### config.mk
export PLATFORM = sky130hd
export DESIGN_NAME = write_unshifter
export DESIGN_NICKNAME = d
export VERILOG_FILES = /design/src/rtl/write_unshifter_pkg.sv /design/src/rtl/write_unshifter_lane_rotl.sv /design/src/rtl/write_unshifter.sv
export SDC_FILE = /design/constraint.sdc
export NUM_CORES = 2
export LEC_CHECK = 0
export BUFFER_PORTS_ARGS = -buffer_cell sky130_fd_sc_hd__buf_2
export CAP_MARGIN = 20
export CORE_MARGIN = 3
export CORE_UTILIZATION = 59
export CTS_CLUSTER_SIZE = 16
export DETAILED_ROUTE_END_ITERATION = 6
export PLACE_DENSITY_LB_ADDON = 0.1
export SLEW_MARGIN = 20
export SYNTH_ARGS = -nofsm -noshare
export SYNTH_HDL_FRONTEND = slang
export SYNTH_SLANG_ARGS = --single-unit
### constraint.sdc
create_clock -name ACLK -period 24 [get_ports ACLK]
set_input_delay 3.6 -clock ACLK [delete_from_list [all_inputs] [get_ports ACLK]]
set_output_delay 3.6 -clock ACLK [all_outputs]
set_load 0.01 [all_outputs]
### src/rtl/write_unshifter_pkg.sv
`default_nettype none
// ============================================================================
// Module      : write_unshifter_pkg
// Description : Shared constants and helpers for the write-path lane unshifter.
// Revision    : 1.0 - initial release
// ============================================================================
package write_unshifter_pkg;

    localparam int MAX_LANES = 64;

    localparam logic [0:0] C_ST_ACCUM = 1'b0;
    localparam logic [0:0] C_ST_FLUSH = 1'b1;

    function automatic int c_log_2(input int value);
        int r;
        r = 0;
        for (int i = 0; i < 31; i++) begin
            if ((1 << i) < value) r = i + 1;
        end
        return r;
    endfunction

    // Lane j is set when it is one of the `count` lanes starting at `ptr`, modulo n.
    function automatic logic [MAX_LANES-1:0] lane_mask(input int ptr, input int count, input int n);
        logic [MAX_LANES-1:0] m;
        m = '0;
        for (int j = 0; j < MAX_LANES; j++) begin
            if (j < n && (((j - ptr) & (n - 1)) < count)) m[j] = 1'b1;
        end
        return m;
    endfunction

endpackage
`default_nettype wire

### src/rtl/write_unshifter_lane_rotl.sv
`default_nettype none
// ============================================================================
// Module      : lane_rotl
// Description : Combinational left lane-rotate; input lane k lands on lane
//               (k + i_ctrl) mod NUM_DATA. Inverse of the read-path rotation.
// Revision    : 1.0 - initial release
// ============================================================================
module lane_rotl
    import write_unshifter_pkg::*;
#(
    parameter  int DATA_WIDTH = 16,
    parameter  int NUM_DATA   = 16,
    localparam int LINE_WIDTH = DATA_WIDTH * NUM_DATA,
    localparam int CTRL_WIDTH = c_log_2(NUM_DATA)
) (
    input  logic [LINE_WIDTH-1:0] i_data,
    input  logic [CTRL_WIDTH-1:0] i_ctrl,
    output logic [LINE_WIDTH-1:0] o_data
);

    logic [DATA_WIDTH-1:0] w_lane [NUM_DATA];

    for (genvar j = 0; j < NUM_DATA; j++) begin : g_lane
        logic [CTRL_WIDTH-1:0] w_src;
        assign w_lane[j] = i_data[j*DATA_WIDTH +: DATA_WIDTH];
        assign w_src     = CTRL_WIDTH'(j) - i_ctrl;
        assign o_data[j*DATA_WIDTH +: DATA_WIDTH] = w_lane[w_src];
    end

endmodule
`default_nettype wire

### src/rtl/write_unshifter.sv
`default_nettype none
// ============================================================================
// Module      : write_unshifter
// Description : Packs variable-count beats into memory lines with lane strobes.
// Revision    : 1.0 - initial release
// ============================================================================
module write_unshifter
    import write_unshifter_pkg::*;
#(
    parameter  int DATA_WIDTH = 16,
    parameter  int NUM_DATA   = 16,
    localparam int LINE_WIDTH = DATA_WIDTH * NUM_DATA,
    localparam int CTRL_WIDTH = c_log_2(NUM_DATA)
) (
    input  logic                  ACLK,
    input  logic                  ARESET,
    input  logic                  S_VALID,
    output logic                  S_READY,
    input  logic [LINE_WIDTH-1:0] S_DATA,
    input  logic [CTRL_WIDTH:0]   S_COUNT,
    input  logic                  S_LAST,
    output logic                  M_VALID,
    input  logic                  M_READY,
    output logic [LINE_WIDTH-1:0] M_DATA,
    output logic [NUM_DATA-1:0]   M_STRB,
    output logic                  M_LAST
);

    localparam logic [CTRL_WIDTH:0] C_NUM = (CTRL_WIDTH+1)'(NUM_DATA);

    logic [0:0]            r_state;
    logic [CTRL_WIDTH-1:0] r_ptr;
    logic [LINE_WIDTH-1:0] r_acc;
    logic [NUM_DATA-1:0]   r_acc_strb;
    logic                  r_m_valid;
    logic [LINE_WIDTH-1:0] r_m_data;
    logic [NUM_DATA-1:0]   r_m_strb;
    logic                  r_m_last;

    logic                  w_out_free;
    logic                  w_accept;
    logic [CTRL_WIDTH:0]   w_count;
    logic [CTRL_WIDTH:0]   w_sum;
    logic [LINE_WIDTH-1:0] w_rot;
    logic [NUM_DATA-1:0]   w_mask;
    logic [NUM_DATA-1:0]   w_below_ptr;
    logic [NUM_DATA-1:0]   w_wrap;
    logic [NUM_DATA-1:0]   w_nowrap;
    logic [LINE_WIDTH-1:0] w_merged;
    logic [NUM_DATA-1:0]   w_merged_strb;
    logic [LINE_WIDTH-1:0] w_wrap_data;

    logic [0:0]            w_state_nxt;
    logic [CTRL_WIDTH-1:0] w_ptr_nxt;
    logic [LINE_WIDTH-1:0] w_acc_nxt;
    logic [NUM_DATA-1:0]   w_acc_strb_nxt;
    logic                  w_load;
    logic [LINE_WIDTH-1:0] w_ld_data;
    logic [NUM_DATA-1:0]   w_ld_strb;
    logic                  w_ld_last;

    assign w_out_free = !r_m_valid || M_READY;
    assign S_READY    = (r_state == C_ST_ACCUM) && w_out_free && !ARESET;
    assign w_accept   = S_VALID && S_READY;

    // Out-of-range counts are clamped so the hardware never corrupts neighbouring lanes.
    assign w_count     = (S_COUNT > C_NUM) ? C_NUM : S_COUNT;
    assign w_sum       = {1'b0, r_ptr} + w_count;
    assign w_mask      = NUM_DATA'(lane_mask(int'(r_ptr), int'(w_count), NUM_DATA));
    assign w_below_ptr = NUM_DATA'(lane_mask(0, int'(r_ptr), NUM_DATA));
    assign w_wrap      = w_mask & w_below_ptr;
    assign w_nowrap    = w_mask & ~w_below_ptr;

    lane_rotl #(
        .DATA_WIDTH (DATA_WIDTH),
        .NUM_DATA   (NUM_DATA)
    ) u_rotl (
        .i_data (S_DATA),
        .i_ctrl (r_ptr),
        .o_data (w_rot)
    );

    always_comb begin
        w_merged      = r_acc;
        w_wrap_data   = '0;
        w_merged_strb = r_acc_strb | w_nowrap;
        for (int j = 0; j < NUM_DATA; j++) begin
            if (w_nowrap[j]) w_merged[j*DATA_WIDTH +: DATA_WIDTH] = w_rot[j*DATA_WIDTH +: DATA_WIDTH];
            if (w_wrap[j])   w_wrap_data[j*DATA_WIDTH +: DATA_WIDTH] = w_rot[j*DATA_WIDTH +: DATA_WIDTH];
        end
    end

    always_comb begin
        w_state_nxt    = r_state;
        w_ptr_nxt      = r_ptr;
        w_acc_nxt      = r_acc;
        w_acc_strb_nxt = r_acc_strb;
        w_load         = 1'b0;
        w_ld_data      = w_merged;
        w_ld_strb      = w_merged_strb;
        w_ld_last      = 1'b0;
        if (r_state == C_ST_FLUSH) begin
            if (w_out_free) begin
                w_load         = 1'b1;
                w_ld_data      = r_acc;
                w_ld_strb      = r_acc_strb;
                w_ld_last      = 1'b1;
                w_ptr_nxt      = '0;
                w_acc_nxt      = '0;
                w_acc_strb_nxt = '0;
                w_state_nxt    = C_ST_ACCUM;
            end
        end else if (w_accept) begin
            if (S_LAST) begin
                w_load = 1'b1;
                w_ptr_nxt = '0;
                if (w_sum > C_NUM) begin
                    w_acc_nxt      = w_wrap_data;
                    w_acc_strb_nxt = w_wrap;
                    w_state_nxt    = C_ST_FLUSH;
                end else begin
                    w_ld_last      = 1'b1;
                    w_acc_nxt      = '0;
                    w_acc_strb_nxt = '0;
                end
            end else if (w_sum >= C_NUM) begin
                // NUM_DATA is a power of two, so dropping the MSB subtracts NUM_DATA.
                w_load         = 1'b1;
                w_acc_nxt      = w_wrap_data;
                w_acc_strb_nxt = w_wrap;
                w_ptr_nxt      = w_sum[CTRL_WIDTH-1:0];
            end else begin
                w_acc_nxt      = w_merged;
                w_acc_strb_nxt = w_merged_strb;
                w_ptr_nxt      = w_sum[CTRL_WIDTH-1:0];
            end
        end
    end

    always_ff @(posedge ACLK or posedge ARESET) begin
        if (ARESET) begin
            r_state    <= C_ST_ACCUM;
            r_ptr      <= '0;
            r_acc      <= '0;
            r_acc_strb <= '0;
            r_m_valid  <= 1'b0;
            r_m_data   <= '0;
            r_m_strb   <= '0;
            r_m_last   <= 1'b0;
        end else begin
            r_state    <= w_state_nxt;
            r_ptr      <= w_ptr_nxt;
            r_acc      <= w_acc_nxt;
            r_acc_strb <= w_acc_strb_nxt;
            if (w_load) begin
                r_m_valid <= 1'b1;
                r_m_data  <= w_ld_data;
                r_m_strb  <= w_ld_strb;
                r_m_last  <= w_ld_last;
            end else if (M_READY) begin
                r_m_valid <= 1'b0;
            end
        end
    end

    assign M_VALID = r_m_valid;
    assign M_DATA  = r_m_data;
    assign M_STRB  = r_m_strb;
    assign M_LAST  = r_m_last;

    a_count_legal: assert property (@(posedge ACLK) disable iff (ARESET)
        S_VALID |-> (S_COUNT <= C_NUM));

endmodule
`default_nettype wire
==> flow_summary.yaml <==
outcome:
  status: "finished with violations"
  violations: "DRC"
floorplanning:
  fp.dieArea_sq_mm: 0.0658
  dieWidth_microns: 257
  ioPinCount: 541
  row_count: 91
  start_util_pct: 59.8
  core_sq_mm: 0.0619
  die_h_microns: 257
critical_path:
  cp-start-kind: "input pin"
  crit_top_cell: "buf_2"
  end_kind: "output port"
  path_class: "input pin to output port"
  required_ps: 20400
  critPathSlowestCell: "buf_4"
  critPathArrivalTime_ps: 5520
  path_cells: "buf_2, inv_8, buf_4, and3_1, buf_2"
  cpPeakStageDelay_ps: 820
  critPathMaxFanout: 87
sta:
  fmax_ghz: 0.110
  rsz0062_at_grt: "no"
  slew_violations: 0
  hold_violations: 0
  fin_crit_ps: 9120
  fin_crit_sh_pct: 38.0
  fin_skew_ps: 43.2
  setup_viol: 0
  tightest_slew_ps: 1220
  relSlewSlack_pct: 18.5
  timing.setup.tns_ps: 0
finish:
  regArea_sq_mm: 0.0138
  nNetsFinal: 3885
  multi_input_area_sq_mm: 0.0219
  synthToLayoutAreaGrowth_pct: 13.9
  fillers: 4689
  fin_area_sq_mm: 0.0422
  drive_above_1_share_pct: 33.1
place:
  placedInstanceArea_sq_mm: 0.0400
  dp_hpwl_microns: 118000
  routabilityCongestion: 1.03
  port_buffers: 540
logic_synthesis:
  synth.avg_cell_area_sq_um: 11.5
  yosysWarnings: 0
  synth_top_family_by_area: "multiplexers"
  synth_top_flop_cell: "dfrtp_1"
  synth_seq_area_share_pct: 37.2
  muxShareOfSynthArea_pct: 29.3
  synth-async-reset-ratio_pct: 100
  synth_nets: 3527
  syn_inst: 3221
  synth-edff-count: 0
  synth-simple-area-share_pct: 9.66
  synth_compound_area_share_pct: 17.6
  ys_ff_latch: 551
  synth-xor-area-share_pct: 0.588
  syn_area_sq_mm: 0.0370
  synthAdderAreaFrac_pct: 1.37
  ys_types: 81
clock_network:
  cts_setup_buffers: 0
  cts.sinks: 551
  cts_resized: 0
  path_clk_slew_ps: 60
  postCtsHoldBufs: 0
  clk_path_buf_depth: 3
  cts_tree: "yes"
  numCtsBuffers: 60
  clk_latency_ps: 660
  htree_levels: 2
  clock-root-buffer: "clkbuf_16"
global_routing:
  first_global_vias: 31400
  grt_max_degree: 213
  grt-ovfl-total: 0
  antenna_found_initial: 29
  grt_pass1_wl_microns: 224000
  grt_usage_pct: 46.8
power_and_ir_drop:
  power_density_mw_per_mm2: 173
  clockPowerShare_pct: 13.8
  p_leak_nw: 18.5
  swShare_pct: 50.2
  cell_internal_pwr_w: 0.00364
  ir_drop_uv: 140
  comb_power_share_pct: 64.7
  pwr-share-seq_pct: 21.6
  power_switching_w: 0.00367
run:
  drv_cap: 0
drt:
  drcViolationCount: 7
  wl_microns: 155000
  drtIter0Drc: 4922
  ant_nets: 0
  routedWlPerCell_microns: 34.6
  drtPass1Iterations: 7
  vias: 33200
  avgViaCountPerCell: 7.41
worst_hold_path:
  hold_class: "flip-flop to flip-flop"
-- cells by family (layout without fill, tap and decap cells) --
logic type                 count (synthesis)  in the layout
DFF                                      551            551
muxes                                    586            586
and+or+nand+nor                          823            823
AOI/OAI and AO/OA                        861            861
buffers and inverters                    339            746
other                                      0             20
adders and majority gates                 40             40
xor gates and xnor gates                  21             21
-- through the flow --
step | instances | total power (W) | util (%) | hold WS (ps) | worst slack [ps]
final | 4485 | 0.00731 | 68.1 | 467 | 14880
after global routing | 4473 | 0.00759 | 68.1 | 492 | 14640
after CTS | 4464 | 0.00715 | 68.0 | 471 | 14830
after detailed placement | 4353 | 0.00613 | 64.5 | 458 | 14450
after global placement | 4352 | 0.00603 | 64.5 | 451 | 14640
after floorplan | 3221 | 0.00453 | - | 441 | 4140
-- placed cells by master, fill, tap and decap left out, types with 80 or more instances in the layout --
cell type and n:
a22o_1 91, dfrtp_1 547, nor2_1 108, o21ai_1 99, o21ai_0 128, a32o_1 80, mux2i_1 165, mux4_2 394
a221o_1 92, nand2_1 476, buf_2 540
-- routing by layer --
layer,GRT usage [%],wire (microns),part of all wire (%),up-vias
met2,67.3,66600,43,2552
met5,0.731,191,0.12,-
met3,17.7,22600,15,483
met1,59.6,53200,34,16800
li1,-,-,-,13400
met4,30.1,12800,8.2,18
-- cells in the mapped netlist (5+ instances only) --
library cell,number,area share (%)
nand2_1,476,4.8
a21o_1,30,0.61
dfrtp_1,551,37
nand2b_1,20,0.34
nand3b_1,17,0.34
mux2_2,25,0.76
mux2i_1,165,4.5
nor2b_1,29,0.49
a31oi_2,6,0.20
a31oi_1,58,0.98
ha_1,39,1.3
a22o_1,91,2.2
mux4_2,394,24
a32o_1,80,2.2
buf_2,145,2.0
and2_1,17,0.29
o211ai_1,68,1.4
inv_2,5,0.051
o22ai_1,11,0.19
o2bb2ai_1,33,0.78
a21oi_1,47,0.64
buf_4,17,0.34
a211oi_1,12,0.24
a22oi_1,6,0.12
and3_1,18,0.30
inv_1,30,0.30
nor3_1,49,0.66
clkbuf_1,107,1.1
o31ai_1,40,0.81
xnor2_1,17,0.40
a221o_1,92,2.5
a211o_1,7,0.17
o21ai_1,103,1.4
buf_1,22,0.22
o21ai_0,129,1.7
nor2_1,109,1.1
buf_6,10,0.30
nand3_1,64,0.86
-- layout make-up --
type / instances / share of cell area (%)
multi-input cells: 2331 / 51.8
flip-flops and latches: 551 / 32.7
repair buffers: 597 / 7.47
clock buffers: 79 / 4.03
well taps: 837 / 2.48
clock inverters: 32 / 1.01
inverters: 38 / 0.356
diodes: 20 / 0.119
-- power groups by stage --
stage,Sequential [W],Combinational [W],Clock (W)
CTS,0.00156,0.00458,0.00100
global placement,0.00156,0.00447,0
global route,0.00160,0.00495,0.00104
finish,0.00158,0.00473,0.00101
detailed placement,0.00157,0.00457,0
floorplan,0.00155,0.00298,0
-- registers in the layout, indices dropped and copies added, names as in the netlist --
| register | count |
|---|---|
| M_DATA | 256 |
| M_LAST | 1 |
| M_STRB | 16 |
| M_VALID | 1 |
| r_acc | 256 |
| r_acc_strb | 16 |
| r_ptr | 4 |
| r_state | 1 |
-- path summary, 6_finish.rpt --
path,slack (ps),cells past startpoint,to,start
worst max register to register,17520,10,M_STRB[1],r_ptr[1]
min in group asynchronous,3020,2,M_DATA[176],ARESET
worst min-delay path,470,2,M_STRB[7],M_STRB[7]
worst max-delay path,14880,5,S_READY,ARESET
max in group asynchronous,18500,4,r_acc[175],ARESET
worst min register to register,470,2,M_STRB[7],M_STRB[7]
-- critical path, delay by kind of cell --
kind / cells / cell delay [ps]
buf+inv: 4 / 1500
simple gates: 1 / 270
(Power assumes the default switching activity.)
